[src/rtl/pipe_ctrl_unit.sv]
// ID-stage decode, ID/EX control register, load-use/flush hazard handling and
// RV32M multi-cycle occupancy counter for the pipelined RV32 core.
module pipe_ctrl_unit #(
  parameter int ALUOP_W = 5,
  parameter int EXTOP_W = 6,
  parameter int EN_MEXT = 1,
  parameter int MUL_LAT = 2,
  parameter int DIV_LAT = 8
) (
  input  logic               clk,
  input  logic               rst,
  input  logic               id_valid,
  input  logic [6:0]         Op,
  input  logic [6:0]         Funct7,
  input  logic [2:0]         Funct3,
  input  logic [4:0]         id_rs1,
  input  logic [4:0]         id_rs2,
  input  logic [4:0]         id_rd,
  input  logic               flush,
  output logic [EXTOP_W-1:0] id_EXTOp,
  output logic               stall,
  output logic               ex_valid,
  output logic               ex_RegWrite,
  output logic               ex_MemWrite,
  output logic               ex_MemRead,
  output logic               ex_ALUSrc,
  output logic [ALUOP_W-1:0] ex_ALUOp,
  output logic [1:0]         ex_WDSel,
  output logic [2:0]         ex_DMType,
  output logic [2:0]         ex_NPCOp,
  output logic [2:0]         ex_MDOp,
  output logic               ex_MDEn,
  output logic [4:0]         ex_rd,
  output logic               ex_illegal,
  output logic               md_busy
);

  localparam logic [6:0] OP_R = 7'b0110011, OP_L = 7'b0000011, OP_I = 7'b0010011,
                         OP_S = 7'b0100011, OP_B = 7'b1100011, OP_JAL = 7'b1101111,
                         OP_JALR = 7'b1100111, OP_LUI = 7'b0110111, OP_AUIPC = 7'b0010111;

  localparam logic [ALUOP_W-1:0] A_LUI = ALUOP_W'(1), A_AUIPC = ALUOP_W'(2), A_ADD = ALUOP_W'(3),
                                 A_SUB = ALUOP_W'(4), A_BNE = ALUOP_W'(5), A_BLT = ALUOP_W'(6),
                                 A_BGE = ALUOP_W'(7), A_BLTU = ALUOP_W'(8), A_BGEU = ALUOP_W'(9),
                                 A_SLT = ALUOP_W'(10), A_SLTU = ALUOP_W'(11), A_XOR = ALUOP_W'(12),
                                 A_OR = ALUOP_W'(13), A_AND = ALUOP_W'(14), A_SLL = ALUOP_W'(15),
                                 A_SRL = ALUOP_W'(16), A_SRA = ALUOP_W'(17);

  localparam logic [EXTOP_W-1:0] X_SH = EXTOP_W'(6'b100000), X_I = EXTOP_W'(6'b010000),
                                 X_S = EXTOP_W'(6'b001000), X_B = EXTOP_W'(6'b000100),
                                 X_U = EXTOP_W'(6'b000010), X_J = EXTOP_W'(6'b000001);

  localparam int MAXL = (MUL_LAT > DIV_LAT) ? MUL_LAT : DIV_LAT;
  localparam int CW   = (MAXL > 1) ? $clog2(MAXL) : 1;

  typedef struct packed {
    logic               valid, reg_write, mem_write, mem_read, alu_src;
    logic [ALUOP_W-1:0] alu_op;
    logic [1:0]         wd_sel;
    logic [2:0]         dm_type, npc_op, md_op;
    logic               md_en;
    logic [4:0]         rd;
    logic               illegal;
  } ctrl_t;

  ctrl_t         dec, ex;
  logic [CW-1:0] cnt;
  logic          uses_rs1, uses_rs2, load_use;

  // alt selects sub/sra; callers only raise it where the encoding allows it
  function automatic logic [ALUOP_W-1:0] alu_fn(input logic [2:0] f3, input logic alt);
    case (f3)
      3'b000:  alu_fn = alt ? A_SUB : A_ADD;
      3'b001:  alu_fn = A_SLL;
      3'b010:  alu_fn = A_SLT;
      3'b011:  alu_fn = A_SLTU;
      3'b100:  alu_fn = A_XOR;
      3'b101:  alu_fn = alt ? A_SRA : A_SRL;
      3'b110:  alu_fn = A_OR;
      default: alu_fn = A_AND;
    endcase
  endfunction

  always_comb begin
    dec       = '0;
    dec.valid = 1'b1;
    dec.rd    = id_rd;
    id_EXTOp  = '0;
    uses_rs1  = 1'b1;
    uses_rs2  = 1'b0;
    case (Op)
      OP_R: begin
        uses_rs2      = 1'b1;
        dec.reg_write = 1'b1;
        if (Funct7 == 7'b0000001) begin
          if (EN_MEXT != 0) begin
            dec.md_en = 1'b1;
            dec.md_op = Funct3;
          end else dec.illegal = 1'b1;
        end else if (Funct7 == 7'b0000000 ||
                     (Funct7 == 7'b0100000 && (Funct3 == 3'b000 || Funct3 == 3'b101)))
          dec.alu_op = alu_fn(Funct3, Funct7[5]);
        else dec.illegal = 1'b1;
      end
      OP_I: begin
        dec.reg_write = 1'b1;
        dec.alu_src   = 1'b1;
        id_EXTOp      = X_I;
        dec.alu_op    = alu_fn(Funct3, (Funct3 == 3'b101) & Funct7[5]);
        if (Funct3 == 3'b001 || Funct3 == 3'b101) begin
          id_EXTOp = X_SH;
          if (!(Funct7 == 7'b0000000 || (Funct3 == 3'b101 && Funct7 == 7'b0100000)))
            dec.illegal = 1'b1;
        end
      end
      OP_L: begin
        dec.reg_write = 1'b1;
        dec.mem_read  = 1'b1;
        dec.alu_src   = 1'b1;
        dec.alu_op    = A_ADD;
        dec.wd_sel    = 2'b01;
        id_EXTOp      = X_I;
        case (Funct3)
          3'b000:  dec.dm_type = 3'b011;
          3'b001:  dec.dm_type = 3'b001;
          3'b010:  dec.dm_type = 3'b000;
          3'b100:  dec.dm_type = 3'b100;
          3'b101:  dec.dm_type = 3'b010;
          default: dec.illegal = 1'b1;
        endcase
      end
      OP_S: begin
        uses_rs2      = 1'b1;
        dec.mem_write = 1'b1;
        dec.alu_src   = 1'b1;
        dec.alu_op    = A_ADD;
        id_EXTOp      = X_S;
        case (Funct3)
          3'b000:  dec.dm_type = 3'b011;
          3'b001:  dec.dm_type = 3'b001;
          3'b010:  dec.dm_type = 3'b000;
          default: dec.illegal = 1'b1;
        endcase
      end
      OP_B: begin
        uses_rs2   = 1'b1;
        dec.npc_op = 3'b001;
        id_EXTOp   = X_B;
        case (Funct3)
          3'b000:  dec.alu_op = A_SUB;
          3'b001:  dec.alu_op = A_BNE;
          3'b100:  dec.alu_op = A_BLT;
          3'b101:  dec.alu_op = A_BGE;
          3'b110:  dec.alu_op = A_BLTU;
          3'b111:  dec.alu_op = A_BGEU;
          default: dec.illegal = 1'b1;
        endcase
      end
      OP_JAL: begin
        uses_rs1      = 1'b0;
        dec.reg_write = 1'b1;
        dec.alu_op    = A_ADD;
        dec.wd_sel    = 2'b10;
        dec.npc_op    = 3'b010;
        id_EXTOp      = X_J;
      end
      OP_JALR: begin
        dec.reg_write = 1'b1;
        dec.alu_src   = 1'b1;
        dec.alu_op    = A_ADD;
        dec.wd_sel    = 2'b10;
        dec.npc_op    = 3'b100;
        id_EXTOp      = X_I;
        if (Funct3 != 3'b000) dec.illegal = 1'b1;
      end
      OP_LUI, OP_AUIPC: begin
        uses_rs1      = 1'b0;
        dec.reg_write = 1'b1;
        dec.alu_src   = 1'b1;
        dec.alu_op    = (Op == OP_LUI) ? A_LUI : A_AUIPC;
        id_EXTOp      = X_U;
      end
      default: dec.illegal = 1'b1;
    endcase
    // an illegal op travels down the pipe as a marker only, with no side effects
    if (dec.illegal) dec = '{valid: 1'b1, rd: id_rd, illegal: 1'b1, default: '0};
  end

  assign md_busy  = (cnt != '0);
  assign load_use = id_valid & ex.valid & ex.mem_read & (ex.rd != 5'd0) &
                    ((uses_rs1 & (ex.rd == id_rs1)) | (uses_rs2 & (ex.rd == id_rs2)));
  assign stall    = md_busy | (load_use & ~flush);

  always_ff @(posedge clk or posedge rst) begin
    if (rst) begin
      ex  <= '0;
      cnt <= '0;
    end else if (md_busy) begin
      cnt <= cnt - CW'(1);
    end else if (flush || load_use || !id_valid) begin
      ex  <= '0;
    end else begin
      ex  <= dec;
      cnt <= !dec.md_en ? '0 : (Funct3[2] ? CW'(DIV_LAT - 1) : CW'(MUL_LAT - 1));
    end
  end

  assign ex_valid    = ex.valid;
  assign ex_RegWrite = ex.reg_write;
  assign ex_MemWrite = ex.mem_write;
  assign ex_MemRead  = ex.mem_read;
  assign ex_ALUSrc   = ex.alu_src;
  assign ex_ALUOp    = ex.alu_op;
  assign ex_WDSel    = ex.wd_sel;
  assign ex_DMType   = ex.dm_type;
  assign ex_NPCOp    = ex.npc_op;
  assign ex_MDOp     = ex.md_op;
  assign ex_MDEn     = ex.md_en;
  assign ex_rd       = ex.rd;
  assign ex_illegal  = ex.illegal;

endmodule

[config.mk]
export PLATFORM = sky130hd
export DESIGN_NAME = pipe_ctrl_unit
export DESIGN_NICKNAME = d
export VERILOG_FILES = /design/src/rtl/pipe_ctrl_unit.sv
export SDC_FILE = /design/constraint.sdc
export NUM_CORES = 1
export LEC_CHECK = 0
export CAP_MARGIN = 30
export CORE_ASPECT_RATIO = 0.9
export CORE_MARGIN = 4
export CORE_UTILIZATION = 49
export DETAILED_ROUTE_END_ITERATION = 6
export MAX_ROUTING_LAYER = met4
export PLACE_DENSITY = 0.86
export SLEW_MARGIN = 20
export SYNTH_ARGS = -nofsm -noshare
export SYNTH_HDL_FRONTEND = slang
export SYNTH_SLANG_ARGS = --single-unit
[constraint.sdc]
create_clock -name clk -period 7.75 [get_ports clk]
set_input_delay 1.55 -clock clk [delete_from_list [all_inputs] [get_ports clk]]
set_output_delay 1.55 -clock clk [all_outputs]
set_load 0.02 [all_outputs]
# Yosys cells after proc, flatten, opt, wreduce, memory -nomap -nowiden
# Index checks and enable logic that the tools add are counted.
dict set report totals {
  register_bits 31
  inputBits 36
  out_inout_bits 36
  wordCells 113
}
dict set report op_classes {
  add_sub_neg 1
  n_eq_ne 21
  mux 41
  bitwise_logic 11
  reduce_logical 25
}
# op n
set ops {}
lappend ops {{$pmux 5 s7} 2}
lappend ops {{$pmux 6 s6} 1}
lappend ops {{$eq 7x6->1 const B} 4}
lappend ops {{$mux 28} 1}
lappend ops {{$mux 27} 1}
lappend ops {{$pmux 5 s5} 1}
lappend ops {{$pmux 4 s6} 1}
lappend ops {{$eq 7x7->1 const B} 3}
lappend ops {{$mux 3} 6}
lappend ops {{$mux 1} 16}
lappend ops {{$eq 7x5->1 const B} 2}
lappend ops {{$eq 3x3->1 const B} 4}
lappend ops {{$pmux 3 s4} 1}
lappend ops {{$reduce_or 6->1} 2}
lappend ops {{$eq 5x5->1} 2}
lappend ops {{$mux 5} 2}
lappend ops {{$pmux 3 s3} 1}
lappend ops {{$reduce_or 3->1} 3}
lappend ops {{$and 1x1->1} 8}
lappend ops {{$mux 4} 2}
lappend ops {{$pmux 2 s2} 2}
lappend ops {{$eq 7x1->1 const B} 1}
lappend ops {{$eq 7x2->1 const B} 1}
lappend ops {{$logic_not 7->1} 1}
lappend ops {{other kinds (20)} 31}

# Longest topological paths before layout
# Gate-level depths: netlist of run 1.
dict set report logic_depth {
  word_depth 11
  mapped_depth 8
  mapped_depth_nobuf 7
}

# Worst setup path before layout of run 1
# No wires, ideal clock.
dict set report synth_timing {
  path_type {input to output}
  from {input id_rs2[4]}
  to {output stall}
  arrival_ns 2.697
  t_required_ns 6.200
  path_slack_ns 3.503
  cell_stages 5
  n_path_buf 0
  cell_sequence {xor2_1 -> nor4_1 -> o2111a_1 -> nor2_1 -> o21ai_0}
}
dict set report synth_via {
  elab_chain_len 6
}
# item line
set synth_lines {}
lappend synth_lines {{start: declaration} 17} ;# input logic [4:0] id_rs2,
lappend synth_lines {{$eq 5x5->1} 191} ;# ((uses_rs1 & (ex.rd == id_rs1)) | (uses_rs2 & (ex.rd == id_rs2)));
lappend synth_lines {{$and 1x1->1} 191}
lappend synth_lines {{$or 1x1->1} 191}
lappend synth_lines {{$and 1x1->1} 190} ;# assign load_use = id_valid & ex.valid & ex.mem_read & (ex.rd != 5'd0) &
lappend synth_lines {{$and 1x1->1} 192} ;# assign stall = md_busy | (load_use & ~flush);
lappend synth_lines {{$or 1x1->1} 192}
lappend synth_lines {{end: declaration} 21} ;# output logic stall,
# No other way between the ends.

# Worst setup path after layout of run 1
dict set report layout_timing {
  from {input Funct3[1]}
  to {output id_EXTOp[4]}
}
dict set report layout_via {
  elab_chain_len 4
  elab_cells_between_ends 5
  classes_between {eq/ne (2); mux (2); reduce/logical (1)}
}
# item line
set layout_lines {}
lappend layout_lines {{start: declaration} 15} ;# input logic [2:0] Funct3,
lappend layout_lines {{$eq 3x1->1 / $eq 3x3->1 (equally long branches)} 110} ;# if (Funct3 == 3'b001 || Funct3 == 3'b101) begin
lappend layout_lines {{$logic_or 1x1->1 (*)} 110}
lappend layout_lines {{$mux 6 (*)} 110}
lappend layout_lines {{$pmux 6 s6 (*)} 91} ;# case (Op)
lappend layout_lines {{end: declaration} 20} ;# output logic [EXTOP_W-1:0] id_EXTOp,
# Every way passes the cells marked *; elsewhere a longest branch is shown, timed or not.

==> results of run 1 <==
area by class of cell:
cell class              instances  area, sq um
fillers                       325         1160
inverters                       6         22.5
clock buffers                   8          110
flip-flops and latches         30          751
repair buffers                 72          738
well taps                      48         60.1
multi-input cells             187         1200
cells by family (layout without fill, tap and decap cells):
group,count (synthesis),after routing,share of synthesized area
multiplexers,1,1,0.00549
buffers and inverters,23,86,0.0482
adder cells (fa/ha/maj),2,2,0.0122
AO/OA/AOI/OAI,69,69,0.251
flip-flops,30,30,0.366
AND/OR/NAND/NOR,104,104,0.270
XOR/XNOR,11,11,0.0470
power groups by stage:
stage	clock network, uW	registers [uW]	logic [uW]
6_report	148	221	248
5_1_grt	157	227	274
4_1_cts	150	221	251
3_5_place_dp	0	224	250
3_3_place_gp	0	223	243
2_1_floorplan	0	243	128
registers in the layout, indices dropped and copies added (netlist names):
| register | cells |
|---|---|
| ex_DMType | 3 |
| ex_WDSel | 2 |
| ex_rd | 5 |
| ex_illegal | 1 |
| ex_MemWrite | 1 |
| cnt | 3 |
| ex_RegWrite | 1 |
| ex_ALUSrc | 1 |
| ex_MDEn | 1 |
| ex_ALUOp | 5 |
| ex_NPCOp | 3 |
| ex_MDOp | 3 |
| ex_valid | 1 |
cell usage in the layout, fill, tap and decap left out, types with 5 or more instances in the layout:
| cell type | netlist | final |
|---|---|---|
| clkbuf_8 | 0 | 8 |
| o21ai_0 | 17 | 17 |
| nand3_1 | 6 | 6 |
| inv_1 | 5 | 5 |
| nor2_1 | 19 | 19 |
| nand2_1 | 33 | 33 |
| xor2_1 | 5 | 5 |
| clkdlybuf4s50_1 | 0 | 71 |
| a21oi_1 | 8 | 8 |
| a22o_1 | 8 | 8 |
| nand2b_1 | 7 | 7 |
| xnor2_1 | 6 | 6 |
| dfrtp_1 | 30 | 30 |
| nor2b_1 | 8 | 8 |
| o31ai_1 | 5 | 5 |
per-layer routing:
layer	vias up	share of wire
li1	1002	-
met1	964	0.47
met2	85	0.46
met3	5	0.063
met4	0	0.0059
met5	-	0
critical path, stage by stage:
cell and delay, ns:
clkdlybuf4s50_1 0.86, nor2b_1 0.30, a2111o_1 0.46, a21oi_1 0.16
clkdlybuf4s50_1 0.63
through the flow:
step                 util  cells
floorplan               -    240
global placement    0.678    342
detailed placement  0.685    343
CTS                 0.712    351
global route        0.712    351
finish              0.712    351
path summary, 6_finish.rpt:
check,startpoint,endpoint,slack [ns],depth (start not counted)
min in group asynchronous,rst,ex_MDEn,1.63,2
worst min-delay path,cnt[0],cnt[0],0.46,1
worst max register to register,ex_rd[1],ex_DMType[1],4.91,5
max in group asynchronous,rst,ex_rd[0],5.62,3
worst min register to register,cnt[0],cnt[0],0.46,1
worst max-delay path,Funct3[1],id_EXTOp[4],2.23,5
==> flow_metrics.tcl, run 1 <==
set metrics [dict create \
    finalWirelength_mm 5.60 \
    cp.required_ns 6.20 \
    pwr-share-clk 0.240 \
    finalSetupViolCount 0 \
    clkSinkCount 30 \
    rsz0062_at_grt "false" \
    cts_max_path_buffers 2 \
    drc 0 \
    start_util 0.507 \
    dp_hpwl_mm 4.23 \
    crit_fanout 16 \
    critical_path_class "input port to output port" \
    cts_hold_buf 0 \
    htree_num_levels 2 \
    drive_above_1_share 0.0627 \
    die_y_um 69.4 \
    yosysWarnings 0 \
    antenna_found_initial 0 \
    hp-class "flop to flop" \
    grt_pass1_vias 1944 \
    synth_area_leader_cell "dfrtp_1" \
    min_period_over_period 0.712 \
    synthArstFlopShare 1.00 \
    synth_cell_types 57 \
    worst_setup_path_start_kind "input port" \
    dr.pass1.iters 4 \
    grt_use_met3 0.0597 \
    cts_setup_buffers 0 \
    switching_share 0.361 \
    max_freq_mhz 181 \
    p_switching_uw 223 \
    port_buffers 71 \
    antennaDiodeCount 0 \
    area_growth_syn_to_layout_pct 40.6 \
    ys_seq_area_frac 0.366 \
    grt-ovfl-total 0 \
    ir_worst_vdd_mv 0.138 \
    io-pin-count 72 \
    intPower_uw 395 \
    worst_slew_pin_slew_ns 0.811 \
    wl_per_cell_um 15.9 \
    drv_cap 0 \
    pre_cts_ws_ns 2.28 \
    finalWorstSetupSlack_ns 2.23 \
    final_area_sq_mm 0.00288 \
    finalHoldViolCount 0 \
    maxSlewHeadroom 0.452 \
    syn_inst 240 \
    cts_buffers 5 \
    fin_skew_ns 0.00222 \
    core_sq_mm 0.00405 \
    syn_area_per_cell_sq_um 8.54 \
    power.total_uw 617 \
    end_kind "output port" \
    p_seq_frac 0.358 \
    placed_area_sq_mm 0.00277 \
    use_met2 0.340 \
    ctsResizeCount 0 \
    p_comb_frac 0.402 \
    yosys_register_bits 30 \
    syn_area_sq_mm 0.00205 \
    setup_tns_ns 0 \
    synth_common_cells "nand2_1 (33), dfrtp_1 (30), nor2_1 (19)" \
    power_leakage_uw 0.00116 \
    grt_first_pass_wirelength_mm 9.58 \
    ys_dominant_reg_cell "dfrtp_1" \
    critPathArrivalTime_ns 3.97 \
    min_period_ns 5.52 \
    synth_fp_nets 278 \
    gp_congestion 0.877 \
    synth_top_area_frac 0.366 \
    vias 2056 \
    synth.most_common_cell "nand2_1" \
    viasPerCell 5.86 \
    ant_nets 0 \
    yosys-top-cells-area "dfrtp_1 (37%), nand2_1 (6.0%), o21ai_0 (4.1%)" \
    num_rows 22 \
    path_clk_slew_ns 0.06 \
    clock_latency_ns 0.28 \
    clockRootBuffer "clkbuf_8" \
    grtUsageMet1 0.310 \
    grt_usage 0.225 \
    die-area_sq_mm 0.00529 \
    powerDensity_mw_per_mm2 214 \
    synth-edff-count 0 \
    cts_tree "built" \
    initialDrtViolationCount 243 \
    maxSlewViolCount 0 \
    hold_ws_ns 0.456 \
    grt.busiest_layer "met2" \
    die_w_um 76.2 \
    grt_max_degree 37 \
    status "finished clean" \
    fin_nets 340 \
]
Note: power is estimated with default switching activity, not from simulation.
==> run 2: changes to the inputs <==
- CORE_UTILIZATION: 49 -> 41
- PLACE_DENSITY: 0.86 -> 0.77
- clock period: 7.75 -> 4.45 ns (I/O delays scaled with it)
==> run 2 against run 1 <==
Against the previous run: worst setup slack lost 1.8 ns; cell count is 6.8% higher; via count up 1.3%; clock power increased by 45%; sequential share of layout area is 0.37 points lower; combinational power is 77% higher; critical path type unchanged.
==> flow_metrics.tcl, run 2 (synthesis gave the netlist of run 1 again) <==
set metrics [dict create \
    status "finished clean" \
    critPathArrivalTime_ns 3.15 \
    r2r_slack_ns 1.60 \
    viasPerCell 5.55 \
    grt_first_pass_wirelength_mm 9.52 \
    min_from "cnt[0]" \
    cts_setup_buffers 0 \
    slowest_stage "clkdlybuf4s50_1" \
    drc 0 \
    wl_per_cell_um 15.7 \
    path_buf_inv 2 \
    grtUsageMet1 0.288 \
    grt_usage 0.208 \
    hold_path_end "cnt[0]" \
    antenna_found_initial 0 \
    die_y_um 75.1 \
    min_period_ns 4.04 \
    r2r-start "ex_rd[1]" \
    slowest_delay_ns 0.71 \
    die_w_um 82.6 \
    port_buffers 71 \
    p_switching_uw 389 \
    mostFrequentLayoutCell "clkdlybuf4s50_1" \
    hp-class "flop to flop" \
    cp.required_ns 3.56 \
    cts_tree "built" \
    ant_nets 0 \
    clockRootBuffer "clkbuf_8" \
    die-area_sq_mm 0.00620 \
    setup_tns_ns 0 \
    crit_fanout 13 \
    drv_cap 0 \
    antennaDiodeCount 0 \
    critical_path_class "input port to output port" \
    path_clk_slew_ns 0.06 \
    hold_depth 1 \
    p_comb_frac 0.421 \
    clock_latency_ns 0.28 \
    grt_pass1_vias 1966 \
    htree_num_levels 2 \
    crit_chain "clkdlybuf4s50_1, or3b_2, a21oi_1, nor4_1, nor2_1, o21ai_0, clkdlybuf4s50_1" \
    cts_max_path_buffers 2 \
    finalHoldViolCount 0 \
    p_seq_frac 0.373 \
    ctsResizeCount 0 \
    start_util 0.424 \
    crit_family "buffers and inverters" \
    gp_congestion 0.905 \
    worst_setup_path_start_kind "input port" \
    grt_max_degree 37 \
    fin_nets 349 \
    use_met2 0.302 \
    grt_use_met3 0.0562 \
    switching_share 0.373 \
    num_rows 24 \
    pwr-share-clk 0.206 \
    power_leakage_uw 0.00118 \
    max_freq_mhz 247 \
    fin_skew_ns 0.00393 \
    end_kind "output port" \
    worst_slew_pin_slew_ns 0.669 \
    mostFrequentLayoutCells "clkdlybuf4s50_1 (71), nand2_1 (33), dfrtp_1 (30)" \
    area_growth_syn_to_layout_pct 42.6 \
    reg2regPathDepth 5 \
    ir_worst_vdd_mv 0.194 \
    core_sq_mm 0.00483 \
    cts_hold_buf 0 \
    startpoint "Op[6]" \
    maxSlewViolCount 0 \
    dp_hpwl_mm 4.40 \
    power.total_uw 1040 \
    clkSinkCount 30 \
    grt-ovfl-total 0 \
    finalWirelength_mm 5.89 \
    rsz0062_at_grt "false" \
    drive_above_1_share 0.0839 \
    dr.pass1.iters 4 \
    maxSlewHeadroom 0.553 \
    grt.busiest_layer "met2" \
    fillers 448 \
    powerDensity_mw_per_mm2 356 \
    path_common_cell "clkdlybuf4s50_1" \
    r2r-end "ex_DMType[1]" \
    initialDrtViolationCount 141 \
    cts_buffers 5 \
    fin_util 0.605 \
    vias 2082 \
    io-pin-count 72 \
    min_period_over_period 0.908 \
    finalSetupViolCount 0 \
    intPower_uw 652 \
]
## run 2: cell types whose count changed in the layout (fill, tap and decap cells not counted), sizes merged
cell	before	now
clkbuf	8	6
buf	1	10
## run 2: worst max path at each step
stage | end | slack, ns | cells after the start
after CTS | stall | 0.41 | 7
after floorplan | ex_DMType[1] | 1.48 | 7
after global routing | id_EXTOp[5] | 0.29 | 5
after detailed placement | stall | 0.43 | 7
after global placement | id_EXTOp[5] | 0.49 | 5
final | stall | 0.41 | 7
## run 2: power by group through the flow
stage          Combinational [uW]  Clock (uW)  Sequential, uW
2_1_floorplan                 222           0             424
3_3_place_gp                  430           0             391
3_5_place_dp                  439           0             392
4_1_cts                       443         221             388
5_1_grt                       486         230             396
6_report                      439         214             388
## run 2: worst register-to-register path, delay by kind of cell (launching register included)
family,cells,cell delay (ns)
and+or+nand+nor,3,1.70
AOI/OAI and AO/OA,2,0.60
DFF,1,0.44
## run 2: area by class of cell
class                   count  area, sq um  area share
multi-input cells         187         1200       0.411
repair buffers             81          786       0.269
flip-flops and latches     30          751       0.257
clock buffers               6         82.6      0.0282
well taps                  65         81.3      0.0278
inverters                   6         22.5     0.00770
## run 2: stage by stage
step	std cells	cell area (sq um)	hold WS, ns	setup slack, ns
5_1_grt	375	2920	0.463	0.288
2_1_floorplan	240	2050	0.422	1.48
3_3_place_gp	369	2840	0.436	0.492
3_5_place_dp	369	2840	0.442	0.434
4_1_cts	375	2920	0.450	0.409
6_report	375	2920	0.442	0.408
## run 2: per-layer routing
layer	share of wire	up-vias	wire, um
met5	0	-	0
met4	0.012	0	73
met3	0.066	9	386
met2	0.45	78	2650
met1	0.47	974	2770
li1	-	1021	-
==> run 3: changes to the inputs <==
- CELL_PAD_IN_SITES_DETAIL_PLACEMENT: unset -> 0
- CELL_PAD_IN_SITES_GLOBAL_PLACEMENT: unset -> 1
- CORE_MARGIN: 4 -> 1
- CORE_UTILIZATION: 41 -> 35
- PLACE_DENSITY: 0.77 -> unset
- PLACE_DENSITY_LB_ADDON: unset -> 0.1
- clock period: 4.45 -> 4.7 ns (I/O delays scaled with it)
==> run 3 against run 2 <==
Against the previous run: worst setup slack improved by 0.13 ns; worst hold slack gained 0.0071 ns; sequential share of layout area decreased by 0.20 points; first-iteration DRC count shrank 19%; clock power is essentially flat; critical path type unchanged; critical endpoint is now id_EXTOp[5]; largest cell class unchanged.
==> flow_metrics.tcl, run 3 (synthesis gave the netlist of run 1 again) <==
set metrics [dict create \
    die-area_sq_mm 0.00617 \
    powerDensity_mw_per_mm2 338 \
    placed_area_sq_mm 0.00286 \
    grt_use_met3 0.0521 \
    crit_fanout 15 \
    min_period_over_period 0.886 \
    finalWirelength_mm 5.99 \
    p_comb_frac 0.419 \
    grt_max_degree 37 \
    hp-class "flop to flop" \
    path_common_cell "clkdlybuf4s50_1" \
    antennaDiodeCount 0 \
    port_buffers 71 \
    drive_above_1_share 0.0895 \
    ir_worst_vdd_mv 0.209 \
    grt_pass1_vias 1854 \
    min_period_ns 4.16 \
    fillers 580 \
    mostFrequentLayoutCell "clkdlybuf4s50_1" \
    critical_path_class "input port to output port" \
    grt-ovfl-total 0 \
    ant_nets 0 \
    grt_first_pass_wirelength_mm 9.29 \
    maxSlewHeadroom 0.565 \
    fin_nets 350 \
    htree_num_levels 2 \
    core_sq_mm 0.00566 \
    p_switching_uw 373 \
    path_clk_slew_ns 0.07 \
    grtUsageMet1 0.304 \
    clockRootBuffer "clkbuf_8" \
    p_seq_frac 0.366 \
    wl_per_cell_um 15.6 \
    path_buf_inv 2 \
    grt.busiest_layer "met1" \
    finalHoldViolCount 0 \
    drc 0 \
    cts_hold_buf 0 \
    setup_tns_ns 0 \
    finalSetupViolCount 0 \
    end_kind "output port" \
    cp.required_ns 3.76 \
    vias 2071 \
    start_util 0.362 \
    ctsResizeCount 0 \
    crit_chain "clkdlybuf4s50_1, nor4bb_1, nand2_1, nor2_1, clkdlybuf4s50_1" \
    worst_slew_pin_slew_ns 0.643 \
    io-pin-count 72 \
    rsz0062_at_grt "false" \
    cts_max_path_buffers 2 \
    fin_util 0.521 \
    num_rows 26 \
    clkSinkCount 30 \
    use_met2 0.301 \
    cts_buffers 5 \
    viasPerCell 5.41 \
    critPathArrivalTime_ns 3.22 \
    power_leakage_uw 0.00119 \
    die_y_um 74.6 \
    cts_setup_buffers 0 \
    dp_hpwl_mm 4.31 \
    die_w_um 82.7 \
    status "finished clean" \
    pre_cts_ws_ns 0.559 \
    initialDrtViolationCount 114 \
    pwr-share-clk 0.215 \
    mostFrequentLayoutCells "clkdlybuf4s50_1 (71), nand2_1 (33), dfrtp_1 (30)" \
    cts_tree "built" \
    switching_share 0.374 \
    slowest_stage "nor4bb_1" \
    drv_cap 0 \
    max_freq_mhz 240 \
    slowest_delay_ns 0.67 \
    finalWorstSetupSlack_ns 0.538 \
    final_area_sq_mm 0.00295 \
    crit_family "buffers and inverters" \
    intPower_uw 623 \
    clock_latency_ns 0.28 \
    grt_usage 0.210 \
    worst_setup_path_start_kind "input port" \
    dr.pass1.iters 4 \
    antenna_found_initial 0 \
    fin_skew_ns 0.00370 \
    area_growth_syn_to_layout_pct 43.7 \
    gp_congestion 0.861 \
    maxSlewViolCount 0 \
]
==> run 3: metal layers <==
metal  wire length [um]  up-vias  share of wire
met5                  0        -              0
met4                 21        0         0.0035
met3                310        2          0.052
met2               2610       60           0.44
met1               3050      989           0.51
li1                   -     1020              -
==> run 3: final cells by class <==
type	instances	area, sq um	area share
inverter	6	22.5	0.00764
sequential	30	751	0.255
clock buffer	7	86.3	0.0293
tap	70	87.6	0.0297
timing repair buffer	82	793	0.269
multi-input combinational	187	1200	0.408
clock inverter	1	5.00	0.00170
==> run 3: per-stage QoR <==
| step | power [uW] | std cells | hold slack, ns |
|---|---|---|---|
| finish | 997 | 383 | 0.449 |
| global route | 1070 | 383 | 0.503 |
| global placement | 783 | 375 | 0.437 |
| detailed placement | 788 | 375 | 0.446 |
| floorplan | 612 | 240 | 0.422 |
| CTS | 1010 | 383 | 0.456 |
==> run 3: path summary, 6_finish.rpt <==
path	cells past startpoint	slack [ns]	endpoint	start
min	1	0.45	cnt[0]	cnt[0]
max	5	0.54	id_EXTOp[5]	Op[2]
max in group asynchronous	3	3.37	ex_ALUSrc	rst
min in group asynchronous	3	1.04	ex_MDOp[2]	rst
max reg2reg	6	1.85	ex_DMType[1]	ex_rd[1]
min reg2reg	1	0.45	cnt[0]	cnt[0]
==> run 3: worst reg2reg max path: stages (launching register included) <==
cell and delay, ns:
dfrtp_1 0.44, or4_4 0.56, o21bai_1 0.15, nor4_1 0.07, or4b_4 0.62, or3b_1 0.57, o41ai_4 0.33
==> run 3: power groups by stage <==
stage	sequential, uW	combinational, uW	clock [uW]
2_1_floorplan	401	210	0
4_1_cts	366	420	221
6_report	365	417	215
3_3_place_gp	370	413	0
3_5_place_dp	370	419	0
5_1_grt	374	458	235
